`config.mk`:
```
export PLATFORM = sky130hd
export DESIGN_NAME = menu_write_arbiter
export DESIGN_NICKNAME = d
export VERILOG_FILES = /design/src/rtl/menu_pkg.sv /design/src/rtl/menu_write_arbiter_rr_arbiter.sv /design/src/rtl/menu_write_arbiter.sv
export SDC_FILE = /design/constraint.sdc
export NUM_CORES = 1
export LEC_CHECK = 0
export ABC_AREA = 1
export BUFFER_PORTS_ARGS = -buffer_cell sky130_fd_sc_hd__buf_2
export CORE_AREA = 2 2 74 76
export CTS_BUF_LIST = sky130_fd_sc_hd__clkbuf_8
export DETAILED_ROUTE_END_ITERATION = 8
export DIE_AREA = 0 0 76 78
export PLACE_DENSITY = 0.87
export SETUP_SLACK_MARGIN = 0.02
export SLEW_MARGIN = 40
export SYNTH_ARGS = -nofsm -noshare
export SYNTH_HDL_FRONTEND = slang
export SYNTH_SLANG_ARGS = --single-unit
```
`constraint.sdc`:
```
create_clock -name wclk -period 2.4 [get_ports wclk]
set_input_delay 0.48 -clock wclk [delete_from_list [all_inputs] [get_ports wclk]]
set_output_delay 0.48 -clock wclk [all_outputs]
set_load 0.03 [all_outputs]
```
`src/rtl/menu_pkg.sv`:
```
// Shared constants and types for the loader menu character buffer.
package menu_pkg;

    // Character buffer geometry
    localparam int MENU_COLS      = 32;
    localparam int MENU_ROWS      = 28;
    localparam int MENU_CLEAR_COL = 2;

    // Character codes used by the menu painters
    localparam logic [6:0] CH_SPACE  = 7'h20;
    localparam logic [6:0] CH_CURSOR = 7'h3E;
    localparam logic [6:0] CH_DASH   = 7'h2D;

    // BRAM map: character buffer, logo ROM region (rows 28-31), font
    localparam logic [10:0] CHARBUF_BASE = 11'h000;
    localparam logic [10:0] LOGO_BASE    = 11'h380;
    localparam logic [10:0] FONT_BASE    = 11'h400;

    // One write transaction towards the character buffer
    typedef struct packed {
        logic [4:0] x;
        logic [4:0] y;
        logic [6:0] ch;
    } menu_wr_t;

    // Increment a round-robin pointer, wrapping at n rather than a power of two
    function automatic int rr_wrap_inc(input int p, input int n);
        return (p + 1 >= n) ? 0 : p + 1;
    endfunction

    // Linear BRAM address of a character cell
    function automatic logic [10:0] charbuf_addr(input logic [4:0] y, input logic [4:0] x);
        return CHARBUF_BASE | {1'b0, y, x};
    endfunction

endpackage

```
`src/rtl/menu_write_arbiter_rr_arbiter.sv`:
```
// Combinational round-robin arbiter: the first asserted request at or
// after ptr (ascending, wrapping at NREQ) receives a one-hot grant.
module rr_arbiter #(
    parameter int NREQ  = 3,
    parameter int PTR_W = (NREQ > 1) ? $clog2(NREQ) : 1
) (
    input  logic [NREQ-1:0]  req,
    input  logic [PTR_W-1:0] ptr,
    output logic [NREQ-1:0]  grant
);

    logic found;
    int   idx;

    // Scan from ptr upward and take the first pending request
    always_comb begin
        grant = '0;
        found = 1'b0;
        idx   = 0;
        for (int k = 0; k < NREQ; k++) begin
            idx = (int'(ptr) + k) % NREQ;
            if (!found && req[idx]) begin
                grant[idx] = 1'b1;
                found      = 1'b1;
            end
        end
    end

endmodule

```
`src/rtl/menu_write_arbiter.sv`:
```
// Write-port arbiter for the menu character buffer. Round-robin shares the
// port among NREQ painters, runs a priority clear-screen scan, and refuses
// any write whose row lands in the logo region.
module menu_write_arbiter
    import menu_pkg::*;
#(
    parameter int         NREQ       = 3,
    parameter int         COL_START  = MENU_CLEAR_COL,
    parameter int         ROWS       = MENU_ROWS,
    parameter logic [6:0] CLEAR_CHAR = CH_SPACE
) (
    input  logic              wclk,
    input  logic              resetn,
    input  logic              clear,
    input  logic [NREQ-1:0]   req,
    input  logic [5*NREQ-1:0] req_x,
    input  logic [5*NREQ-1:0] req_y,
    input  logic [7*NREQ-1:0] req_char,
    output logic [NREQ-1:0]   grant,
    output logic              busy,
    output logic              clear_done,
    output logic              drop,
    output logic              menu_wr,
    output logic [4:0]        menu_x,
    output logic [4:0]        menu_y,
    output logic [6:0]        menu_char
);

    localparam int PTR_W = (NREQ > 1) ? $clog2(NREQ) : 1;

    localparam logic [0:0] ST_IDLE  = 1'b0;
    localparam logic [0:0] ST_CLEAR = 1'b1;

    localparam logic [4:0] COL_FIRST = 5'(COL_START);
    localparam logic [4:0] COL_LAST  = 5'(MENU_COLS - 1);
    localparam logic [4:0] ROW_LAST  = 5'(ROWS - 1);
    localparam logic [5:0] ROW_LIMIT = 6'(ROWS);

    logic [0:0]       state_reg;
    logic [4:0]       cx_reg;
    logic [4:0]       cy_reg;
    logic             clear_done_reg;
    logic [PTR_W-1:0] rr_ptr_reg;
    logic [PTR_W-1:0] rr_ptr_next;

    logic             menu_wr_reg;
    logic             drop_reg;
    menu_wr_t         out_reg;

    logic             arb_en;
    logic [NREQ-1:0]  arb_req;
    logic [NREQ-1:0]  arb_grant;
    logic             any_grant;
    logic [PTR_W-1:0] grant_idx;
    menu_wr_t         req_pl [NREQ];
    menu_wr_t         sel_pl;
    logic             sel_in_range;
    logic             clear_write;

    // Unpack the flattened requester payload buses
    for (genvar gi = 0; gi < NREQ; gi++) begin : g_unpack
        assign req_pl[gi] = '{x:  req_x[5*gi +: 5],
                              y:  req_y[5*gi +: 5],
                              ch: req_char[7*gi +: 7]};
    end

    // Requesters are only served from an idle engine that is not being
    // told to clear, and not in the clear_done cycle (busy still high).
    assign arb_en  = resetn && (state_reg == ST_IDLE) && !clear && !clear_done_reg;
    assign arb_req = arb_en ? req : '0;

    rr_arbiter #(
        .NREQ  (NREQ),
        .PTR_W (PTR_W)
    ) u_rr_arbiter (
        .req   (arb_req),
        .ptr   (rr_ptr_reg),
        .grant (arb_grant)
    );

    assign grant     = arb_grant;
    assign any_grant = |arb_grant;

    // Select the granted payload and its index from the one-hot grant
    always_comb begin
        sel_pl    = '0;
        grant_idx = '0;
        for (int i = 0; i < NREQ; i++) begin
            if (arb_grant[i]) begin
                sel_pl    = req_pl[i];
                grant_idx = PTR_W'(i);
            end
        end
    end

    assign sel_in_range = ({1'b0, sel_pl.y} < ROW_LIMIT);
    assign rr_ptr_next  = PTR_W'(rr_wrap_inc(int'(grant_idx), NREQ));
    assign clear_write  = (state_reg == ST_CLEAR) && !clear;

    // Clear engine: mode and scan position; a clear pulse always restarts it
    always_ff @(posedge wclk or negedge resetn) begin
        if (!resetn) begin
            state_reg      <= ST_IDLE;
            cx_reg         <= COL_FIRST;
            cy_reg         <= 5'd0;
            clear_done_reg <= 1'b0;
        end else begin
            clear_done_reg <= 1'b0;
            if (clear) begin
                state_reg <= ST_CLEAR;
                cx_reg    <= COL_FIRST;
                cy_reg    <= 5'd0;
            end else if (state_reg == ST_CLEAR) begin
                if (cx_reg == COL_LAST) begin
                    cx_reg <= COL_FIRST;
                    if (cy_reg == ROW_LAST) begin
                        state_reg      <= ST_IDLE;
                        cy_reg         <= 5'd0;
                        clear_done_reg <= 1'b1;
                    end else begin
                        cy_reg <= cy_reg + 5'd1;
                    end
                end else begin
                    cx_reg <= cx_reg + 5'd1;
                end
            end
        end
    end

    // Round-robin pointer moves past whoever was granted
    always_ff @(posedge wclk or negedge resetn) begin
        if (!resetn) begin
            rr_ptr_reg <= '0;
        end else if (any_grant) begin
            rr_ptr_reg <= rr_ptr_next;
        end
    end

    // Registered BRAM port: clear writes, granted writes, or a range drop
    always_ff @(posedge wclk or negedge resetn) begin
        if (!resetn) begin
            menu_wr_reg <= 1'b0;
            drop_reg    <= 1'b0;
            out_reg     <= '0;
        end else begin
            menu_wr_reg <= 1'b0;
            drop_reg    <= 1'b0;
            if (clear_write) begin
                menu_wr_reg <= 1'b1;
                out_reg     <= '{x: cx_reg, y: cy_reg, ch: CLEAR_CHAR};
            end else if (any_grant) begin
                if (sel_in_range) begin
                    menu_wr_reg <= 1'b1;
                    out_reg     <= sel_pl;
                end else begin
                    drop_reg <= 1'b1;
                end
            end
        end
    end

    assign busy       = (state_reg == ST_CLEAR) || clear_done_reg;
    assign clear_done = clear_done_reg;
    assign drop       = drop_reg;
    assign menu_wr    = menu_wr_reg;
    assign menu_x     = out_reg.x;
    assign menu_y     = out_reg.y;
    assign menu_char  = out_reg.ch;

endmodule

```
==> impl_metrics.py <==
metrics = {
    "synth": {
        "yosysMostFrequentCell": "nand2_1",
        "synthCells": 307,
        "synth_edf_count": 0,
        "synth_warnings": 0,
        "syn_nets": 371,
        "ys_ff_latch": 33,
        "synthArstFlopShare_pct": 100,
        "synth_top_area_cell": "dfrtp_1",
        "ys.flop_type": "dfrtp_1",
        "syn_area_um2": 2310,
        "post-synth-top-area-fraction_pct": 34.6,
        "synth_sequential_area_ratio_pct": 35.7,
        "ys_types": 36,
        "netlist_top_cells_count": "nand2_1, nand3_1, dfrtp_1",
        "synth.top_cells.by_area": "dfrtp_1, nand2_1, nand3_1",
        "post_synth.cell_area_avg_um2": 7.54,
    },
    "grt": {
        "grt_usage_pct": 25.4,
        "antenna_found_initial": 0,
        "gr-total-overflow": 0,
        "grt_start_max_net_pins": 34,
        "grt_pass1_wl_um": 12000,
        "grt_pass1_vias": 2634,
    },
    "power": {
        "p_sw_share_pct": 49.5,
        "peakVddDrop_uv": 621,
        "pwr-share-clk_pct": 10.4,
        "comb_power_share_pct": 72.1,
        "p_total_w": 0.00451,
        "switching_power_w": 0.00223,
        "pwr-share-seq_pct": 17.4,
        "p_per_area_nw_per_um2": 1340,
        "internal_power_w": 0.00228,
        "leakagePower_nw": 1.75,
    },
    "layout": {
        "areaGrowthSynthToFinish_pct": 44.9,
        "largest_register_ffs": 7,
        "nets": 485,
        "fillers": 366,
        "final_util_pct": 66.5,
        "instances_no_fill": 492,
        "diodes": 0,
        "drive_gt1_share_pct": 45.7,
    },
    "critical_path": {
        "worstPathRequired_ns": 2.58,
        "end_kind": "register",
        "r2r_end": "menu_char[0]$_DFFE_PN0P_",
        "reg2regPathDepth": 18,
        "cp_num_buf_inv": 6,
        "cp-start-kind": "register",
        "arrival_ns": 2.67,
        "crit_family": "simple AND/OR/NAND/NOR gates",
        "r2r_start": "rr_ptr_reg[1]$_DFFE_PN0P_",
        "crit_path_max_incr_delay_ns": 0.41,
        "critical_path.slowest_cell": "dfrtp_1",
        "worstPathMaxFanout": 7,
        "reg2reg_slack_ns": -0.09,
        "path_class": "reg -> reg",
        "worstPathCellList": "buf_6, ha_4, inv_1, nand3_4, nand2_8, nand3_2, nand2_2, inv_2, nand2_4, buf_12, nand3_1, nand2_1, inv_2, nand2_2, nand3_4, clkbuf_16, nand3_1, nand2_1",
    },
    "cts": {
        "numCtsBuffers": 5,
        "cts_buffer_depth": 2,
        "cts.sinks": 33,
        "hold_buffers": 0,
        "cts_tree": "built",
        "clock_latency_ns": 0.30,
        "clockRootBuffer": "clkbuf_8",
        "cts.clk_slew.worst_paths_ns": 0.07,
        "htree_levels": 2,
    },
    "sta": {
        "max_freq_mhz": 402,
        "min_period_over_period_pct": 104,
        "worst_slew_pin_slew_ns": 0.480,
        "hold-worst-slack_ns": 0.277,
        "setup_tns_ns": -0.543,
        "clock_skew_ns": 0.00798,
        "setup_viol": 20,
        "hold_viol": 0,
        "fin_ws_ns": -0.0879,
        "fin_crit_ns": 2.49,
        "maxSlewViolCount": 0,
        "rsz0062_at_grt": "yes",
        "relSlewSlack_pct": 67.9,
    },
    "flow_run": {
        "max_cap_violations": 0,
    },
    "detailed_routing": {
        "drt_wl_total_um": 8050,
        "antenna_left": 0,
        "firstDrtPassIters": 7,
        "avgViaCountPerCell": 5.60,
        "route.detailed.drc": 0,
        "dr_total_vias": 2756,
        "drtIter0Drc": 321,
        "wire_per_inst_um": 16.4,
    },
    "floorplanning": {
        "num_rows": 26,
        "die_area_um2": 5930,
        "start_util_pct": 45.9,
        "core-area_um2": 5040,
        "pin_count": 81,
        "die_h_um": 78,
        "die_w_um": 76,
    },
    "placed_design": {
        "hpwl_um": 5010,
        "portBuffers": 80,
        "gp_congestion": 0.852,
        "dpl.cell_count": 470,
    },
    "outcome": {
        "violations": "negative setup slack",
        "status": "finished with violations",
    },
    "worst_hold_path": {
        "hold_class": "in -> async",
    },
}
layout by cell type, fill, tap and decap left out, types with 10 or more instances in the layout:
master / instances
dfrtp_1: 31
nand3_1: 35
nand2_2: 24
nor2_1: 12
buf_2: 77
nor2_4: 10
nand2_1: 91
buf_4: 23
nand4_1: 14
inv_1: 18
timing repair:
action                     in CTS  in global routing
pin swaps                      27                 23
setup buffers                  10                  2
gates resized for setup        36                 13
setup endpoints to repair      21                 23
gates cloned                    1                  1
worst reg2reg max path, stage by stage, from the launching register on:
cell       delay [ns]
dfrtp_1          0.41
buf_6            0.14
ha_4             0.17
inv_1            0.15
nand3_4          0.16
nand2_8          0.15
nand3_2          0.09
nand2_2          0.09
inv_2            0.05
nand2_4          0.08
buf_12           0.11
nand3_1          0.07
nand2_1          0.08
inv_2            0.04
nand2_2          0.08
nand3_4          0.15
clkbuf_16        0.21
nand3_1          0.08
nand2_1          0.08
power groups by stage:
stage	logic, W	registers (W)	clock network [W]
floorplan	0.00161	0.000961	0
global placement	0.00249	0.000774	0
detailed placement	0.00254	0.000781	0
CTS	0.00301	0.000776	0.000470
global route	0.00346	0.000798	0.000502
finish	0.00325	0.000785	0.000471
worst max path at each step:
stage,start,to,slack [ns],depth (start not counted)
after floorplan,rr_ptr_reg[0]$_DFFE_PN0P_,menu_x[0]$_DFFE_PN0P_,0.04,18
after global placement,resetn,menu_x[0]$_DFFE_PN0P_,-0.04,19
after detailed placement,resetn,menu_y[1]$_DFFE_PN0P_,-0.09,18
after CTS,rr_ptr_reg[1]$_DFFE_PN0P_,menu_char[6]$_DFFE_PN0P_,-0.002,17
after global routing,clear_done$_DFF_PN0_,menu_char[0]$_DFFE_PN0P_,-0.21,18
final,rr_ptr_reg[1]$_DFFE_PN0P_,menu_char[0]$_DFFE_PN0P_,-0.09,18
per-layer routing:
layer | vias up | track usage (%) | share of wire, %
li1 | 1238 | - | -
met1 | 1297 | 29.0 | 37
met2 | 166 | 45.8 | 51
met3 | 55 | 5.93 | 7.9
met4 | 0 | 10.7 | 4.8
met5 | - | 0 | 0
final cells by class:
cell class                      count  area [um2]  area share [%]
Sequential cell                    33         828            24.7
Timing Repair Buffer              114         778            23.2
Inverter                           28         110            3.28
Clock buffer                        7        96.3            2.87
Multi-Input combinational cell    239        1450            43.2
Tap cell                           70        87.6            2.61
Clock inverter                      1        5.00           0.149
logic make-up (layout without fill, tap and decap cells):
group / after synthesis / count (layout) / share of synthesized area [%]
DFF: 33 / 33 / 35.7
buffers and inverters: 35 / 150 / 6.70
adders and majority gates: 7 / 7 / 3.78
and+or+nand+nor: 213 / 213 / 48.5
AOI/OAI and AO/OA: 17 / 17 / 4.49
xor gates and xnor gates: 2 / 2 / 0.757
through the flow:
step | cell area [um2] | setup WS (ns)
2_1_floorplan | 2320 | 0.0400
3_3_place_gp | 2940 | -0.0418
3_5_place_dp | 2940 | -0.0884
4_1_cts | 3290 | -0.00194
5_1_grt | 3350 | -0.209
6_report | 3350 | -0.0879
(Power assumes the default switching activity.)
